$ cat config.mk
export PLATFORM = sky130hd
export DESIGN_NAME = led_wave_sequencer
export DESIGN_NICKNAME = d
export VERILOG_FILES = /design/src/rtl/led_wave_sequencer.sv
export SDC_FILE = /design/constraint.sdc
export NUM_CORES = 1
export LEC_CHECK = 0
export ABC_AREA = 1
export CAP_MARGIN = 10
export CORE_ASPECT_RATIO = 0.8
export CORE_MARGIN = 4
export CORE_UTILIZATION = 55
export CTS_CLUSTER_SIZE = 28
export DETAILED_ROUTE_END_ITERATION = 12
export DONT_BUFFER_PORTS = 1
export PLACE_DENSITY = 0.7
export SLEW_MARGIN = 15
export SYNTH_ARGS = -nofsm -noshare
export SYNTH_HDL_FRONTEND = slang
export SYNTH_SLANG_ARGS = --single-unit
$ cat constraint.sdc
create_clock -name clk -period 2 [get_ports clk]
set_clock_uncertainty 0.1 [all_clocks]
set_input_delay 0.2 -clock clk [delete_from_list [all_inputs] [get_ports clk]]
set_output_delay 0.2 -clock clk [all_outputs]
set_load 0.01 [all_outputs]
$ cat src/rtl/led_wave_sequencer.sv
// LED wave sequencer: prescaled step ticks, applied on PWM period boundaries, wrap or bounce sweep.
// Optional gamma-corrected duty levels when LED_WAVE_GAMMA_EN is defined.
module led_wave_sequencer #(
    parameter int unsigned DIV_W    = 28,
    parameter int unsigned BASE_BIT = 20,
    parameter int unsigned LAST_IDX = 15
) (
    input  logic       clk,
    input  logic       rst,
    input  logic       enable,
    input  logic [2:0] sw,
    input  logic       bounce,
    input  logic       sync_in,
    output logic [3:0] led_index,
    output logic [3:0] prev_index,
    output logic [3:0] dutyc,
    output logic       dir,
    output logic       step_pulse,
    output logic       overrun
);

    localparam int unsigned IDX_W = 4;
    localparam int unsigned SEL_W = $clog2(DIV_W);
    localparam logic [IDX_W-1:0] LAST = IDX_W'(LAST_IDX);

    typedef enum logic {IDLE, RUN} state_t;

    state_t             state_q, state_d;
    logic [DIV_W-1:0]   presc_q, presc_d;
    logic [2:0]         sw_meta_q, sw_s_q;
    logic               tap_q, tap_d;
    logic               tick_q, tick_d;
    logic               pending_q, pending_d;
    logic [IDX_W-1:0]   led_index_d, prev_index_d, dutyc_d;
    logic               dir_d, step_pulse_d, overrun_d;

    logic [SEL_W-1:0]   tap_sel_c;
    logic               tap_bit_c;
    logic               run_c, apply_c;
    logic [IDX_W-1:0]   nxt_idx_c;
    logic               nxt_dir_c;

    function automatic logic [IDX_W-1:0] duty_of(input logic [IDX_W-1:0] i);
`ifdef LED_WAVE_GAMMA_EN
        logic [IDX_W-1:0] g;
        case (i)
            4'd0, 4'd1, 4'd2:  g = 4'd0;
            4'd3, 4'd4, 4'd5:  g = 4'd1;
            4'd6, 4'd7:        g = 4'd2;
            4'd8:              g = 4'd3;
            4'd9:              g = 4'd4;
            4'd10:             g = 4'd5;
            4'd11:             g = 4'd6;
            4'd12:             g = 4'd8;
            4'd13:             g = 4'd10;
            4'd14:             g = 4'd12;
            default:           g = 4'd15;
        endcase
        return g;
`else
        return i;
`endif
    endfunction

    // Speed tap and sweep direction decode
    always_comb begin
        tap_sel_c = SEL_W'(BASE_BIT) + SEL_W'(sw_s_q);
        tap_bit_c = presc_q[tap_sel_c];
        run_c     = (state_q == RUN) && enable;
        apply_c   = run_c && pending_q && sync_in;

        nxt_idx_c = led_index + IDX_W'(1);
        nxt_dir_c = 1'b1;
        if (!bounce) begin
            if (led_index >= LAST) nxt_idx_c = '0;
        end else if (dir) begin
            if (led_index >= LAST) begin
                nxt_idx_c = LAST - IDX_W'(1);
                nxt_dir_c = 1'b0;
            end
        end else if (led_index == '0) begin
            nxt_idx_c = IDX_W'(1);
        end else begin
            nxt_idx_c = led_index - IDX_W'(1);
            nxt_dir_c = 1'b0;
        end
    end

    // Next-state and output logic
    always_comb begin
        state_d      = state_q;
        presc_d      = enable ? presc_q + DIV_W'(1) : '0;
        tap_d        = tap_bit_c;
        tick_d       = tap_bit_c & ~tap_q;
        pending_d    = pending_q;
        led_index_d  = led_index;
        prev_index_d = prev_index;
        dutyc_d      = dutyc;
        dir_d        = dir;
        step_pulse_d = apply_c;
        overrun_d    = overrun | (run_c & tick_q & pending_q & ~apply_c);

        case (state_q)
            IDLE:    if (enable) state_d = RUN;
            RUN:     if (!enable) state_d = IDLE;
            default: state_d = IDLE;
        endcase

        // A tick landing on the apply edge stays queued for the next sync
        if (!run_c)         pending_d = 1'b0;
        else if (apply_c)   pending_d = tick_q;
        else if (tick_q)    pending_d = 1'b1;

        if (apply_c) begin
            prev_index_d = led_index;
            led_index_d  = nxt_idx_c;
            dir_d        = nxt_dir_c;
            dutyc_d      = duty_of(nxt_idx_c);
        end
    end

    always_ff @(posedge clk or posedge rst) begin
        if (rst) begin
            state_q    <= IDLE;
            presc_q    <= '0;
            sw_meta_q  <= '0;
            sw_s_q     <= '0;
            tap_q      <= 1'b0;
            tick_q     <= 1'b0;
            pending_q  <= 1'b0;
            led_index  <= '0;
            prev_index <= '0;
            dutyc      <= '0;
            dir        <= 1'b1;
            step_pulse <= 1'b0;
            overrun    <= 1'b0;
        end else begin
            state_q    <= state_d;
            presc_q    <= presc_d;
            sw_meta_q  <= sw;
            sw_s_q     <= sw_meta_q;
            tap_q      <= tap_d;
            tick_q     <= tick_d;
            pending_q  <= pending_d;
            led_index  <= led_index_d;
            prev_index <= prev_index_d;
            dutyc      <= dutyc_d;
            dir        <= dir_d;
            step_pulse <= step_pulse_d;
            overrun    <= overrun_d;
        end
    end

endmodule

==> results <==
- The flow ran to the end, and the final reports show no timing, DRC or antenna violations.
- In the routed design, unresolved DRC markers number 0.
- The first detailed-routing pass ran for 4 iterations.
- TritonCTS built the clock tree.
- The share of the synthesized area in the top cell type is 0.468.
- After clock tree synthesis, the clock-pin slew on the worst setup and hold paths is 0.09 ns.
- Dividing the final minimum period by the clock period gives 0.867.
- The number of buffers added for setup after CTS is 0.
- The power per standard cell area is 713 nW/um2.
- Counting every net in the synthesized netlist gives 355.
- In this run the cell area of the synthesized design comes to 2570 um2.
- The number of hold-slack violations in the final timing report is 0.
- The critical register-to-register path endpoint is presc_q[22].
- The placed instances occupy a cell area of 2610 um2.
- The biggest area consumer among synthesized cells is dfrtp_1.
- Of all nets on the critical path, the largest fanout is 5.
- The number of unique standard cell types used by synthesis is 30.
- The number of enable flip-flop cells after synthesis is 0.
- The total number of vias is 2146.
- The die footprint is 5830 um2.
- After global routing the overflow that remains totals 0.
- Setup repair after global routing left no endpoint under its margin.
- The H-tree was split into 2 levels.
- The placer's final routability congestion estimate is 0.883.
- Counting flops and latches in the post-synthesis netlist gives 49.
- Timing would allow up to 0.576 GHz.
- The tree built by TritonCTS fans out to 49 sinks.
- The area added between synthesis and finish is 7.12%.
- The count of nets left with antenna violations once routing finished came out at 0.
- IR analysis of the VDD net gives a maximum drop of 0.000529 V.
- The worst hold path belongs to the class in2reg.
- In the final timing run, aggregate negative setup slack is 0 ns.
- The classification of the worst setup path is reg2reg.
- At the pin with the least slew margin, the transition time is 0.533 ns.
- The start point of the critical path is presc_q[0].
- Prior to clock tree synthesis, the placed netlist has a worst setup slack of 0.301 ns.
- The wire length of the first global-routing pass is 9.74 mm.
- After detailed routing, the average wire length per cell comes to 13.9 um.
- At the end of the flow, the number of nets in the layout was 362.
- The final design area excluding fillers is 2750 um2.
- The total CTS buffers is 5.
- The placed cell count is 395.
- For the worst-skew pair, the clock arrives at the later sink with an insertion delay of 0.30 ns.
- The synthesized area per cell is 7.48 um2.
- The clock passes through at most 2 buffers.
- The core region is 4340 um2.
- Measured along the y axis, the die boundary spans 69.1 um.
- The CTS root buffer is clkbuf_8.
- The port buffer count is 0.
- Among all flip-flop cells after synthesis, the most frequent one is dfrtp_1.
- The smallest clock period supported by the final layout is computed as 1.73 ns.
- The commonest cells after synthesis are nand2_1, nor2_1, dfrtp_1.
- The worst flop-to-flop path startpoint is presc_q[0].
- Data arrives at the worst endpoint at 1.81 ns.
- The max-cap check violation count is 0.
- The routed via count divided by cell count is 5.26.
- The worst setup path is launched from a register.
- The most instantiated library cell after synthesis is nand2_1.
- STA classifies the critical path endpoint as a register.
- The warning count from the yosys run is 0.
- The share of flip-flops with an asynchronous set or reset after synthesis is 1.00.
- Headroom to the max-slew limit came out at 0.642.
- Across every metal layer, demand over resource in global routing totals 0.210.
- The initial cell density of the core is 0.592.
- 0 antenna diodes ended up in the layout.
- Of the cells placed in the final design, the portion with a size suffix greater than 1 is 0.0769.
- For this run, the register share of the synthesized area comes to 0.478.
- Following the worst setup path forward leads to its endpoint at presc_q[22].
- The number of global-route vias before repair was 2007.
- 23 I/O pins were placed.
- The width of the die is 84.4 um.
- The layout has 369 filler cells.
- The post-synthesis instance total is 343.
- After the first detailed-routing iteration, the DRC count stood at 201.
- The final critical-path setup slack is 0.265 ns.
- For this run, the number of standard cells in the final layout without fillers is 408.
- The standard-cell row count is 21.
- The final number of max-transition violations was 0.
- The HPWL reported at the end of detailed placement is 4.35 mm.
- The worst register-to-register path has a setup slack of 0.27 ns.
- The depth of the most critical reg-to-reg path is 6.
- Entering global routing, the biggest net connects 25 pins.
- The initial antenna violation count is 0.
- In the post-synthesis netlist, the biggest area contributors are dfrtp_1, nand2_1, nor2_1.
- The routed design has 5.67 mm of wire.
- At the end of the flow the core is filled with cells to 0.634.
- Setup violations remaining at the end of the flow were counted as 0.
- At the worst endpoint, the required time is 2.07 ns.
- The leakage power is 1.20 nW.
==> critical path, cell delays in order, from the launching register on <==
cell and delay, ns:
dfrtp_1 0.41, ha_1 0.27, inv_1 0.08, nor3_1 0.47, nand3_1 0.14, nand2_1 0.09, nor2_1 0.04
==> logic make-up (layout without fill, tap and decap cells) <==
group                    count (synthesis)  in the layout  synth area share
AO/OA/AOI/OAI                           42             42            0.0917
XOR/XNOR                                 4              4            0.0137
flip-flops                              49             49             0.478
AND/OR/NAND/NOR                        202            202             0.328
adder cells (fa/ha/maj)                  4              4            0.0195
buffers and inverters                   42             50            0.0687
==> report_power, final <==
group / total [W] / switching [W] / internal [W] / leakage (nW)
registers: 0.00114 / 0.0000923 / 0.00105 / 0.645
clock network: 0.000574 / 0.000327 / 0.000247 / 0.0374
logic: 0.000244 / 0.000156 / 0.0000879 / 0.513
total: 0.00196 / 0.000575 / 0.00138 / 1.20
==> how the worst min path moves through the flow <==
stage	from	to	slack, ns	depth (start not counted)
final	sync_in	pending_q	0.03	2
after global routing	sync_in	pending_q	0.02	2
after CTS	sync_in	pending_q	0.02	2
after detailed placement	rst	sw_s_q[2]	-0.11	1
after global placement	rst	sw_s_q[2]	-0.11	1
after floorplan	enable	state_q	0.13	0
==> per-layer routing <==
| metal | global-route usage | vias up | part of all wire |
|---|---|---|---|
| met3 | 0.0512 | 12 | 0.071 |
| met2 | 0.285 | 69 | 0.41 |
| met4 | 0.0668 | 0 | 0.016 |
| li1 | - | 1095 | - |
| met5 | 0 | - | 0 |
| met1 | 0.327 | 970 | 0.50 |
==> layout by cell type (no fill, tap or decap), types with 2 or more instances in the layout <==
| cell | n |
|---|---|
| a21oi_1 | 14 |
| a31oi_1 | 3 |
| buf_4 | 3 |
| clkbuf_8 | 5 |
| clkinvlp_4 | 2 |
| dfrtp_1 | 48 |
| dlygate4sd3_1 | 5 |
| ha_1 | 4 |
| inv_1 | 32 |
| inv_2 | 2 |
| nand2_1 | 96 |
| nand2_2 | 3 |
| nand3_1 | 20 |
| nand3_2 | 2 |
| nor2_1 | 68 |
| nor2_2 | 5 |
| nor2_4 | 2 |
| nor3_1 | 4 |
| o21ai_0 | 18 |
| xnor2_1 | 2 |
| xor2_1 | 2 |
==> per-stage QoR <==
step | hold WS, ns | power, W
after floorplan | 0.131 | 0.00136
after global placement | -0.111 | 0.00139
after detailed placement | -0.109 | 0.00139
after CTS | 0.0191 | 0.00198
after global routing | 0.0169 | 0.00208
final | 0.0270 | 0.00196
==> repair_timing <==
action,in CTS,in global routing
hold buffers,5,0
hold endpoints to repair,66,0
gates resized for setup,0,0
==> registers in the layout, indices dropped and copies added (netlist names), 3 cells and up <==
name        cells
sw_meta_q       3
presc_q        28
dutyc           4
sw_s_q          3
prev_index      4
==> layout make-up <==
class                   count  area [um2]  share of cell area
clock inverters             2        15.0             0.00546
repair buffers              8        72.6              0.0264
flip-flops and latches     49        1230               0.447
inverters                  34         128              0.0464
clock buffers               6        72.6              0.0264
well taps                  57        71.3              0.0259
multi-input cells         252        1160               0.423
Note: power is estimated with default switching activity, not from simulation.
